`config.mk`:
```
export PLATFORM = sky130hd
export DESIGN_NAME = laser_chip_interface
export DESIGN_NICKNAME = d
export VERILOG_FILES = /design/src/rtl/laser_chip_interface.sv
export SDC_FILE = /design/constraint.sdc
export NUM_CORES = 1
export LEC_CHECK = 0
export BUFFER_PORTS_ARGS = -buffer_cell sky130_fd_sc_hd__buf_2
export CAP_MARGIN = 20
export CORE_AREA = 2 2 103 105
export CTS_CLUSTER_SIZE = 20
export DETAILED_ROUTE_END_ITERATION = 8
export DIE_AREA = 0 0 105 107
export PLACE_DENSITY = 0.76
export SKIP_CTS_REPAIR_TIMING = 1
export SLEW_MARGIN = 30
export SYNTH_ARGS = -nofsm -noshare
export SYNTH_HDL_FRONTEND = slang
export SYNTH_SLANG_ARGS = --single-unit
```
`constraint.sdc`:
```
create_clock -name CLOCK_50 -period 2.8 [get_ports CLOCK_50]
set_clock_uncertainty 0.15 [all_clocks]
set_input_delay 0.56 -clock CLOCK_50 [delete_from_list [all_inputs] [get_ports CLOCK_50]]
set_output_delay 0.56 -clock CLOCK_50 [all_outputs]
set_load 0.1 [all_outputs]
```
`src/rtl/laser_chip_interface.sv`:
```
// Board wrapper for a 4-lane nibble-serial laser link: frame transmitter on GPIO_1,
// frame receiver/validator on GPIO_0, status on LEDs and 7-segment displays.
module laser_chip_interface #(
  parameter int CLKS_PER_SYMBOL = 4,
  parameter int GAP_SYMBOLS     = 4
) (
  input  logic       CLOCK_50,
  input  logic       reset,
  input  logic [9:0] SW,
  input  logic [3:0] KEY,
  output logic       GPIO_1_D14,
  output logic       GPIO_1_D15,
  output logic       GPIO_1_D16,
  output logic       GPIO_1_D17,
  input  logic       GPIO_0_D14,
  input  logic       GPIO_0_D15,
  input  logic       GPIO_0_D16,
  input  logic       GPIO_0_D17,
  output logic [17:0] LEDR,
  output logic [6:0] HEX5,
  output logic [6:0] HEX4,
  output logic [6:0] HEX1,
  output logic [6:0] HEX0
);

  localparam logic [3:0] START_SYM = 4'hA;

  localparam logic [2:0] TX_IDLE  = 3'd0;
  localparam logic [2:0] TX_START = 3'd1;
  localparam logic [2:0] TX_HI    = 3'd2;
  localparam logic [2:0] TX_LO    = 3'd3;
  localparam logic [2:0] TX_CHK   = 3'd4;
  localparam logic [2:0] TX_GAP   = 3'd5;

  localparam logic [0:0] RX_HUNT  = 1'b0;
  localparam logic [0:0] RX_FRAME = 1'b1;

  localparam logic [15:0] SYM_LAST = 16'(CLKS_PER_SYMBOL - 1);
  // The single IDLE cycle before the next START completes the gap, so GAP stops one short.
  localparam logic [15:0] GAP_LAST = 16'(GAP_SYMBOLS * CLKS_PER_SYMBOL - 2);
  localparam logic [15:0] HI_MID   = 16'(CLKS_PER_SYMBOL + CLKS_PER_SYMBOL / 2);
  localparam logic [15:0] LO_MID   = 16'(2 * CLKS_PER_SYMBOL + CLKS_PER_SYMBOL / 2);
  localparam logic [15:0] CHK_MID  = 16'(3 * CLKS_PER_SYMBOL + CLKS_PER_SYMBOL / 2);

  logic        unused_keys;
  assign unused_keys = ^{KEY[3:2], KEY[0]};

  function automatic logic [6:0] hex7(input logic [3:0] v);
    case (v)
      4'h0: hex7 = 7'b1000000;
      4'h1: hex7 = 7'b1111001;
      4'h2: hex7 = 7'b0100100;
      4'h3: hex7 = 7'b0110000;
      4'h4: hex7 = 7'b0011001;
      4'h5: hex7 = 7'b0010010;
      4'h6: hex7 = 7'b0000010;
      4'h7: hex7 = 7'b1111000;
      4'h8: hex7 = 7'b0000000;
      4'h9: hex7 = 7'b0010000;
      4'hA: hex7 = 7'b0001000;
      4'hB: hex7 = 7'b0000011;
      4'hC: hex7 = 7'b1000110;
      4'hD: hex7 = 7'b0100001;
      4'hE: hex7 = 7'b0000110;
      default: hex7 = 7'b0001110;
    endcase
  endfunction

  // Single-shot button: synchronize, then detect the press (falling) edge.
  logic key_s1, key_s2, key_prev;
  logic key_fall;

  always_ff @(posedge CLOCK_50 or posedge reset) begin
    if (reset) begin
      key_s1   <= 1'b1;
      key_s2   <= 1'b1;
      key_prev <= 1'b1;
    end else begin
      key_s1   <= KEY[1];
      key_s2   <= key_s1;
      key_prev <= key_s2;
    end
  end

  assign key_fall = key_prev & ~key_s2;

  logic [2:0]  tx_state;
  logic [15:0] tx_cnt;
  logic [3:0]  tx_sym;
  logic [7:0]  payload;
  logic        inject;

  always_ff @(posedge CLOCK_50 or posedge reset) begin
    if (reset) begin
      tx_state <= TX_IDLE;
      tx_cnt   <= 16'd0;
      tx_sym   <= 4'h0;
      payload  <= 8'h00;
      inject   <= 1'b0;
    end else begin
      case (tx_state)
        TX_IDLE: begin
          if (SW[0] || key_fall) begin
            payload  <= SW[8:1];
            inject   <= SW[9];
            tx_sym   <= START_SYM;
            tx_cnt   <= 16'd0;
            tx_state <= TX_START;
          end
        end
        TX_START: begin
          if (tx_cnt == SYM_LAST) begin
            tx_cnt   <= 16'd0;
            tx_sym   <= payload[7:4];
            tx_state <= TX_HI;
          end else begin
            tx_cnt <= tx_cnt + 16'd1;
          end
        end
        TX_HI: begin
          if (tx_cnt == SYM_LAST) begin
            tx_cnt   <= 16'd0;
            tx_sym   <= payload[3:0];
            tx_state <= TX_LO;
          end else begin
            tx_cnt <= tx_cnt + 16'd1;
          end
        end
        TX_LO: begin
          if (tx_cnt == SYM_LAST) begin
            tx_cnt   <= 16'd0;
            tx_sym   <= payload[7:4] ^ payload[3:0] ^ {4{inject}};
            tx_state <= TX_CHK;
          end else begin
            tx_cnt <= tx_cnt + 16'd1;
          end
        end
        TX_CHK: begin
          if (tx_cnt == SYM_LAST) begin
            tx_cnt   <= 16'd0;
            tx_sym   <= 4'h0;
            tx_state <= TX_GAP;
          end else begin
            tx_cnt <= tx_cnt + 16'd1;
          end
        end
        TX_GAP: begin
          if (tx_cnt == GAP_LAST) begin
            tx_cnt   <= 16'd0;
            tx_state <= TX_IDLE;
          end else begin
            tx_cnt <= tx_cnt + 16'd1;
          end
        end
        default: tx_state <= TX_IDLE;
      endcase
    end
  end

  assign {GPIO_1_D17, GPIO_1_D16, GPIO_1_D15, GPIO_1_D14} = tx_sym;

  logic [3:0]  rx_s1, rx_sync, rx_prev;
  logic [0:0]  rx_state;
  logic [15:0] rx_cnt;
  logic [3:0]  rx_hi, rx_lo;
  logic [7:0]  rx_byte;
  logic [7:0]  good_cnt;
  logic        data_valid;
  logic        chk_err;
  logic        frame_seen;

  always_ff @(posedge CLOCK_50 or posedge reset) begin
    if (reset) begin
      rx_s1   <= 4'h0;
      rx_sync <= 4'h0;
      rx_prev <= 4'h0;
    end else begin
      rx_s1   <= {GPIO_0_D17, GPIO_0_D16, GPIO_0_D15, GPIO_0_D14};
      rx_sync <= rx_s1;
      rx_prev <= rx_sync;
    end
  end

  // rx_cnt holds the symbol-cycle offset from the START edge, so mid-symbol
  // samples land at fixed offsets regardless of line activity inside the frame.
  always_ff @(posedge CLOCK_50 or posedge reset) begin
    if (reset) begin
      rx_state   <= RX_HUNT;
      rx_cnt     <= 16'd0;
      rx_hi      <= 4'h0;
      rx_lo      <= 4'h0;
      rx_byte    <= 8'h00;
      good_cnt   <= 8'h00;
      data_valid <= 1'b0;
      chk_err    <= 1'b0;
      frame_seen <= 1'b0;
    end else begin
      data_valid <= 1'b0;
      case (rx_state)
        RX_HUNT: begin
          if (rx_prev == 4'h0 && rx_sync == START_SYM) begin
            rx_cnt   <= 16'd1;
            rx_state <= RX_FRAME;
          end
        end
        default: begin
          rx_cnt <= rx_cnt + 16'd1;
          if (rx_cnt == HI_MID) rx_hi <= rx_sync;
          if (rx_cnt == LO_MID) rx_lo <= rx_sync;
          if (rx_cnt == CHK_MID) begin
            rx_state <= RX_HUNT;
            if ((rx_hi ^ rx_lo) == rx_sync) begin
              rx_byte    <= {rx_hi, rx_lo};
              data_valid <= 1'b1;
              good_cnt   <= good_cnt + 8'd1;
              frame_seen <= 1'b1;
            end else begin
              chk_err <= 1'b1;
            end
          end
        end
      endcase
    end
  end

  assign LEDR = {frame_seen, chk_err, good_cnt, rx_byte};
  assign HEX1 = hex7(rx_byte[7:4]);
  assign HEX0 = hex7(rx_byte[3:0]);
  assign HEX5 = hex7(payload[7:4]);
  assign HEX4 = hex7(payload[3:0]);

endmodule

```
==> results.json, run 1 <==
{
  "synth_area_leaders": "dfrtp_1, ha_1, mux2_2",
  "start_util_pct": 52.1,
  "clock_tree.root_cell": "clkbuf_8",
  "arrival_ns": 2.00,
  "power.share.clock_pct": 14.8,
  "hp-class": "in2reg",
  "synth_warnings": 0,
  "required_ns": 2.09,
  "dp_hpwl_mm": 7.84,
  "vias_per_cell": 5.69,
  "ir_drop_v": 0.00186,
  "synth_edf_count": 0,
  "nets": 635,
  "ys_seq_elements": 90,
  "p_int_w": 0.00301,
  "crit_path_start_kind": "flip-flop",
  "gr-total-overflow": 0,
  "synth-seq-area-share_pct": 42.9,
  "finalCriticalPeriod_ns": 2.71,
  "stdcell_count": 727,
  "syn_avg_cell_area_um2": 10.1,
  "syn-num-nets": 571,
  "drive_gt1_share_pct": 29.4,
  "slew_headroom_pct": 47.7,
  "hold_slack_ns": 0.140,
  "timing.fmax_mhz": 369,
  "htreeDepth": 3,
  "ios": 70,
  "critPathLaunch": "rx_byte[1]",
  "synth_cell_types": 64,
  "max-cap-violations": 0,
  "grt_max_degree": 37,
  "placed_cells": 711,
  "swShare_pct": 51.9,
  "worstSkewPairLatency_ns": 0.36,
  "die_area_mm2": 0.0112,
  "drt-initial-drc-count": 246,
  "power_w": 0.00625,
  "r2r_slack_ns": 0.40,
  "pwr-share-seq_pct": 32.9,
  "route.detailed.drc": 0,
  "grt_pass1_vias": 3913,
  "endpoint": "HEX0[0]",
  "place_worst_setup_slack_ns": 0.268,
  "grt_use_total_pct": 19.6,
  "p_per_area_mw_per_mm2": 1020,
  "clock_tree.buffer_depth": 2,
  "fin_ws_ns": 0.0868,
  "path_max_fanout": 6,
  "synth_area_leader_cell": "dfrtp_1",
  "syn_to_final_growth_pct": 16.8,
  "synth_ff_type": "dfrtp_1",
  "worst_slew_pin_slew_ns": 0.777,
  "status": "finished, final reports clean",
  "r2r-start": "tx_cnt[13]",
  "routed_wirelength_mm": 10.7,
  "gp_congestion": 0.835,
  "chipHeight_um": 107,
  "setup_viol": 0,
  "core_mm2": 0.0101,
  "switching_power_w": 0.00324,
  "synthArstFlopShare_pct": 100,
  "num_rows": 37,
  "yosys.area.top_type_share_pct": 41.4,
  "numCtsBuffers": 9,
  "fp.dieW_um": 105,
  "finalMaxSlewViolations": 0,
  "finalHoldViolCount": 0,
  "cp-end-kind": "primary output",
  "p_comb_share_pct": 52.3,
  "fillers": 841,
  "clock_sinks": 90,
  "ant_nets": 0,
  "period_share_pct": 96.9,
  "dr.pass1.iters": 5,
  "grt_pass1_wl_mm": 18.1,
  "timing.rr.end": "tx_cnt[13]",
  "antenna_cells": 0,
  "routed_wire_length_per_instance_um": 14.7,
  "critPathKind": "reg2out",
  "leakage_nw": 2.87,
  "antenna_found_initial": 0,
  "clkSlewWorstSetupHoldPaths_ns": 0.09,
  "reg2reg_depth": 6,
  "placement.io_buffers": 66,
  "synthesis.area_mm2": 0.00526,
  "via_count": 4134,
  "cts_tree": "built",
  "syn_inst": 522
}
sequential cells by signal, indices dropped and copies added (netlist names):
| name | cells |
|---|---|
| rx_byte | 8 |
| good_cnt | 8 |
| frame_seen | 1 |
| rx_lo | 4 |
| rx_prev | 4 |
| inject | 1 |
| key_s2 | 1 |
| rx_hi | 4 |
| tx_cnt | 16 |
| rx_s1 | 4 |
| key_prev | 1 |
| rx_cnt | 16 |
| key_s1 | 1 |
| rx_state | 1 |
| chk_err | 1 |
| tx_state | 3 |
| rx_sync | 4 |
| tx_sym | 4 |
| payload | 8 |
routing by layer:
layer | GRT usage (%) | vias up | wire [µm]
met5 | 0 | - | 0
met3 | 2.55 | 16 | 342
li1 | - | 1996 | -
met4 | 5.90 | 0 | 123
met1 | 25.9 | 2035 | 4700
met2 | 33.9 | 87 | 5550
power by group through the flow:
| stage | clock [W] | sequential [W] | combinational, W |
|---|---|---|---|
| 2_1_floorplan | 0 | 0.00204 | 0.00265 |
| 6_report | 0.000923 | 0.00206 | 0.00327 |
| 3_5_place_dp | 0 | 0.00206 | 0.00321 |
| 4_1_cts | 0.000944 | 0.00204 | 0.00322 |
| 5_1_grt | 0.00100 | 0.00212 | 0.00346 |
| 3_3_place_gp | 0 | 0.00203 | 0.00313 |
critical path: stages (launching register included):
cell	delay, ns
dfrtp_2	0.45
inv_1	0.18
ha_4	0.19
nor2b_1	0.05
or3b_2	0.50
o21ai_4	0.09
buf_12	0.19
final cells by class:
type	instances	area [µm²]	area share, %
inverter	20	78.8	1.28
timing repair buffer	78	484	7.88
sequential	90	2270	37.0
clock buffer	11	151	2.46
multi-input combinational	387	2930	47.7
tap	136	170	2.77
clock inverter	5	60.1	0.977
cell usage after synthesis (all sizes together), types with 7 or more instances:
cell type / n
nor2b: 10
clkbuf: 13
a22o: 9
nand2: 56
xnor2: 10
nor3b: 7
o21ai: 42
nand3: 15
nand4: 11
and3: 11
inv: 20
nor4: 7
mux2i: 21
buf: 12
nor2: 32
ha: 29
mux2: 26
a21oi: 18
dfrtp: 87
nor3: 9
a31oi: 7
cells in the final DEF (no fill, tap or decap), types with 4 or more instances in the layout:
cell type,count
xnor3_1,4
and3_1,8
nor3_1,9
nand2b_1,4
nor2_1,32
a31oi_1,4
o21ai_0,24
dfrtp_1,75
clkbuf_8,11
xnor2_1,10
a22o_1,9
o22ai_1,4
mux2_1,4
nand3_1,14
nor3b_1,4
nand2_1,56
a21oi_2,4
mux2_2,22
o21ai_1,12
a221oi_1,5
and2_1,5
a21oi_1,13
nor4_1,4
buf_2,57
dfrtp_2,12
mux2i_1,21
ha_1,27
clkbuf_4,4
inv_1,16
xor2_1,5
nor2b_1,9
nand4_1,10
buf_4,13
worst min path at each step:
| stage | from | endpoint | depth (start not counted) |
|---|---|---|---|
| 2_1_floorplan | rx_s1[0] | rx_sync[0] | 0 |
| 3_5_place_dp | key_s1 | key_s2 | 0 |
| 5_1_grt | KEY[1] | key_s1 | 1 |
| 6_report | KEY[1] | key_s1 | 1 |
| 4_1_cts | KEY[1] | key_s1 | 1 |
| 3_3_place_gp | key_s1 | key_s2 | 0 |
stage by stage:
| step | util (%) | area (µm²) | TNS (ns) |
|---|---|---|---|
| 6_report | 60.9 | 6140 | 0 |
| 2_1_floorplan | - | 5370 | -1.82 |
| 3_3_place_gp | 58.4 | 5890 | 0 |
| 3_5_place_dp | 58.4 | 5890 | 0 |
| 5_1_grt | 60.9 | 6140 | -0.0131 |
| 4_1_cts | 60.5 | 6100 | -0.247 |
kinds of logic (layout without fill, tap and decap cells):
logic type / count (synthesis) / count (layout) / share of synthesized area, %
AOI/OAI and AO/OA: 104 / 104 / 12.7
xor gates and xnor gates: 19 / 19 / 4.21
adders and majority gates: 29 / 29 / 6.90
buffers and inverters: 45 / 114 / 3.66
DFF: 90 / 90 / 42.9
muxes: 49 / 49 / 10.4
and+or+nand+nor: 186 / 186 / 19.2
(Power assumes the default switching activity.)
==> run 2: changes to the inputs <==
CORE_AREA = 2 2 104 106   (was 2 2 103 105)
DIE_AREA = 0 0 106 108   (was 0 0 105 107)
PLACE_DENSITY = 0.75   (was 0.76)
==> run 2 against run 1 <==
Effect of this change:
- worst hold slack lost 0.010 ns
- cell count shrank 0.28%
- sequential share of layout area hardly changed
- critical path depth unchanged
- setup slack worse by 0.0014 ns
- critical path type unchanged
- highest routed layer unchanged
==> results.json, run 2 (synthesized netlist as in run 1, its figures left out) <==
{
  "cts_tree": "built",
  "clock_tree.root_cell": "clkbuf_8",
  "gr-total-overflow": 0,
  "timing.fmax_mhz": 368,
  "antenna_cells": 0,
  "timing.rr.end": "tx_cnt[13]",
  "ant_nets": 0,
  "setup_viol": 0,
  "chipHeight_um": 108,
  "htreeDepth": 3,
  "stdcell_count": 725,
  "path_max_fanout": 6,
  "nets": 633,
  "arrival_ns": 2.00,
  "hp-class": "in2async",
  "placed_cells": 709,
  "syn_to_final_growth_pct": 16.9,
  "clock_sinks": 90,
  "finalCriticalPeriod_ns": 2.71,
  "final_cell_mix": "dfrtp_1, nand2_1, buf_2",
  "required_ns": 2.09,
  "start_util_pct": 51.4,
  "grt_use_total_pct": 18.9,
  "reg2reg_depth": 6,
  "crit_path_start_kind": "flip-flop",
  "num_rows": 37,
  "drt-initial-drc-count": 245,
  "clock_tree.buffer_depth": 2,
  "core_mm2": 0.0102,
  "slew_headroom_pct": 48.5,
  "tns_ns": 0,
  "drive_gt1_share_pct": 29.5,
  "grt_max_degree": 40,
  "grt_pass1_wl_mm": 17.6,
  "r2r-start": "tx_cnt[10]",
  "cp-end-kind": "primary output",
  "layout.cells.most_common": "dfrtp_1",
  "vias_per_cell": 5.63,
  "final_util_pct": 60.1,
  "placement.io_buffers": 66,
  "clkSlewWorstSetupHoldPaths_ns": 0.09,
  "die_area_mm2": 0.0114,
  "p_per_area_mw_per_mm2": 1010,
  "ios": 70,
  "rsz0062_at_grt": "false",
  "finalMaxSlewViolations": 0,
  "period_share_pct": 97.0,
  "worst_slew_pin_slew_ns": 0.766,
  "route.detailed.drc": 0,
  "worstSkewPairLatency_ns": 0.36,
  "via_count": 4083,
  "ir_drop_v": 0.00204,
  "leakage_nw": 2.85,
  "dp_hpwl_mm": 7.58,
  "reg.largest.list": "rx_cnt (16), tx_cnt (16)",
  "fp.dieW_um": 106,
  "critPathKind": "reg2out",
  "grt_pass1_vias": 3736,
  "dpl-instance-area_mm2": 0.00589,
  "r2r_slack_ns": 0.35,
  "dr.pass1.iters": 4,
  "routed_wire_length_per_instance_um": 14.4,
  "power_w": 0.00622,
  "max-cap-violations": 0,
  "routed_wirelength_mm": 10.5,
  "status": "finished, final reports clean",
  "numCtsBuffers": 9,
  "postLayoutCellArea_mm2": 0.00615,
  "antenna_found_initial": 0,
  "gp_congestion": 0.885,
  "finalHoldViolCount": 0
}
[run 2: worst max path at each step]
stage                     from  depth (start not counted)      end
finish              rx_byte[1]                          6  HEX0[0]
global route        rx_byte[1]                          6  HEX0[0]
CTS                 payload[0]                          6  HEX4[3]
detailed placement  payload[0]                          6  HEX4[3]
global placement    payload[0]                          6  HEX4[3]
floorplan           payload[2]                          6  HEX4[5]
[run 2: layer usage]
| layer | vias to the layer above | track usage (%) | wire, µm |
|---|---|---|---|
| met1 | 2008 | 26.3 | 5030 |
| li1 | 1991 | - | - |
| met3 | 11 | 3.07 | 286 |
| met5 | - | 0 | 0 |
| met2 | 73 | 31.2 | 5030 |
| met4 | 0 | 4.98 | 117 |
[run 2: power by group]
| part | internal, W | total, W | switching, W |
|---|---|---|---|
| Clock | 0.000445 | 0.000916 | 0.000471 |
| Combinational | 0.000979 | 0.00325 | 0.00227 |
| Sequential | 0.00157 | 0.00205 | 0.000482 |
[run 2: critical path, cell delays in order, from the launching register on]
cell,delay (ns)
dfrtp_2,0.45
inv_1,0.18
ha_4,0.19
nor2b_1,0.06
or3b_2,0.49
o21ai_4,0.09
buf_12,0.19
[run 2: area by class of cell]
cell class	count	area (µm²)
Clock buffer	10	138
Clock inverter	6	71.3
Fill cell	824	4080
Inverter	20	78.8
Multi-Input combinational cell	387	2930
Sequential cell	90	2270
Tap cell	136	170
Timing Repair Buffer	76	487
[run 2: metrics by stage]
stage / setup slack, ns / hold WS, ns
after CTS: -0.110 / 0.125
final: 0.0853 / 0.130
after detailed placement: 0.295 / 0.191
after floorplan: -0.481 / 0.181
after global placement: 0.324 / 0.187
after global routing: 0.0128 / 0.123
==> run 3: changes to the inputs <==
BUFFER_PORTS_ARGS = -buffer_cell sky130_fd_sc_hd__buf_4   (was -buffer_cell sky130_fd_sc_hd__buf_2)
==> run 3 against run 2 <==
Effect of this change:
- die area unchanged
- largest power group unchanged
- total power rose by 1.8%
- utilization increased by 1.3 points
- design area rose by 2.1%
- sequential share of layout area decreased by 0.76 points
- critical path type unchanged
- first-iteration DRC count fell by 25%
- count of clock-buffer cells in the layout grew 1
- critical path depth unchanged
- fmax fell by 0.27%
- global-route usage up 0.20 points
- critical endpoint unchanged
- worst hold slack got worse by 0.12 ns
- setup slack got worse by 0.0074 ns
==> results.json, run 3 (synthesized netlist as in run 1, its figures left out) <==
{
  "gr-total-overflow": 0,
  "path_max_fanout": 6,
  "clock_tree.buffer_depth": 2,
  "status": "finished, final reports clean",
  "route.detailed.drc": 0,
  "drive_gt1_share_pct": 29.4,
  "routed_wire_length_per_instance_um": 14.6,
  "clock_sinks": 90,
  "worst_path_max_delay_cell": "or3b_2",
  "worstSkewPairLatency_ns": 0.36,
  "grt_max_degree": 78,
  "cp-end-kind": "primary output",
  "cts_tree": "built",
  "worst_slew_pin_slew_ns": 0.737,
  "grt_pass1_wl_mm": 17.8,
  "numCtsBuffers": 9,
  "r2r_slack_ns": 0.39,
  "tns_ns": 0,
  "dpl-instance-area_mm2": 0.00599,
  "chipHeight_um": 108,
  "via_count": 3998,
  "ant_nets": 0,
  "grt_use_total_pct": 19.1,
  "start_util_pct": 51.4,
  "crit_path_start_kind": "flip-flop",
  "fp.dieW_um": 106,
  "vias_per_cell": 5.54,
  "endpoint": "HEX0[0]",
  "ios": 70,
  "arrival_ns": 2.01,
  "layout.cells.most_common": "dfrtp_1",
  "critical_path.cell_chain": "inv_1, ha_4, nor2b_1, or3b_2, o21ai_4, buf_12",
  "clkSlewWorstSetupHoldPaths_ns": 0.09,
  "max_stage_delay_ns": 0.49,
  "placement.io_buffers": 66,
  "required_ns": 2.09,
  "final_cell_mix": "dfrtp_1, buf_4, nand2_1",
  "critPathLaunch": "rx_byte[1]",
  "leakage_nw": 2.87,
  "antenna_cells": 0,
  "finalHoldViolCount": 0,
  "grt_pass1_vias": 3762,
  "nets": 630,
  "finalCriticalPeriod_ns": 2.72,
  "p_per_area_mw_per_mm2": 1010,
  "drt-initial-drc-count": 183,
  "dr.pass1.iters": 4,
  "critPathKind": "reg2out",
  "num_rows": 37,
  "die_area_mm2": 0.0114,
  "slew_headroom_pct": 50.4,
  "hp-class": "in2async",
  "timing.fmax_mhz": 367,
  "period_share_pct": 97.2,
  "gp_congestion": 0.829,
  "postLayoutCellArea_mm2": 0.00628,
  "setup_viol": 0,
  "antenna_found_initial": 0,
  "max-cap-violations": 0,
  "syn_to_final_growth_pct": 19.3,
  "timing.rr.end": "good_cnt[1]",
  "routed_wirelength_mm": 10.5,
  "finalMaxSlewViolations": 0,
  "core_mm2": 0.0102,
  "reg2reg_depth": 7,
  "dp_hpwl_mm": 7.64,
  "r2r-start": "rx_cnt[0]",
  "reg.largest.list": "rx_cnt (16), tx_cnt (16)",
  "ir_drop_v": 0.00211,
  "htreeDepth": 3,
  "clock_tree.root_cell": "clkbuf_8"
}
## run 3: layer usage
| layer | wire length (µm) | vias up | global-route usage, % |
|---|---|---|---|
| met3 | 353 | 13 | 4.16 |
| li1 | - | 1987 | - |
| met2 | 5220 | 67 | 31.5 |
| met1 | 4850 | 1931 | 26.2 |
| met4 | 121 | 0 | 4.32 |
| met5 | 0 | - | 0 |
## run 3: how the worst min path moves through the flow
| stage | startpoint | end | slack, ns | cells past startpoint |
|---|---|---|---|---|
| 6_report | reset | tx_cnt[3] | 0.01 | 2 |
| 2_1_floorplan | rx_s1[0] | rx_sync[0] | 0.18 | 0 |
| 4_1_cts | reset | tx_cnt[3] | -0.0005 | 2 |
| 5_1_grt | reset | tx_cnt[3] | 0.02 | 2 |
| 3_5_place_dp | rx_s1[1] | rx_sync[1] | 0.18 | 0 |
| 3_3_place_gp | rx_s1[1] | rx_sync[1] | 0.18 | 0 |
## run 3: cell type report
| class | count | area (µm²) |
|---|---|---|
| Clock buffer | 11 | 151 |
| Tap cell | 136 | 170 |
| Clock inverter | 5 | 70.1 |
| Timing Repair Buffer | 73 | 601 |
| Multi-Input combinational cell | 387 | 2930 |
| Sequential cell | 90 | 2270 |
| Fill cell | 832 | 3960 |
| Inverter | 20 | 78.8 |
## run 3: worst max-delay path, delay by kind of cell, from the launching register on
| kind | cells | cell delay (ns) |
|---|---|---|
| compound gates | 1 | 0.09 |
| simple gates | 2 | 0.55 |
| flops | 1 | 0.45 |
| buf+inv | 2 | 0.38 |
| fa+ha+maj | 1 | 0.19 |
## run 3: power by group
group	internal, W	switching (W)	leakage (nW)
sequential	0.00157	0.000509	1.14
combinational	0.00103	0.00227	1.62
clock	0.000477	0.000471	0.114
total	0.00307	0.00325	2.87
## run 3: metrics by stage
stage               power [W]  cells  util [%]  hold slack, ns  setup slack (ns)
floorplan             0.00468    522         -           0.181            -0.481
global placement      0.00524    706      58.5           0.182             0.338
detailed placement    0.00535    706      58.5           0.185             0.292
CTS                   0.00631    722      60.7       -0.000549            -0.123
global route          0.00668    722      61.3          0.0187           -0.0122
finish                0.00633    722      61.3          0.0142            0.0779
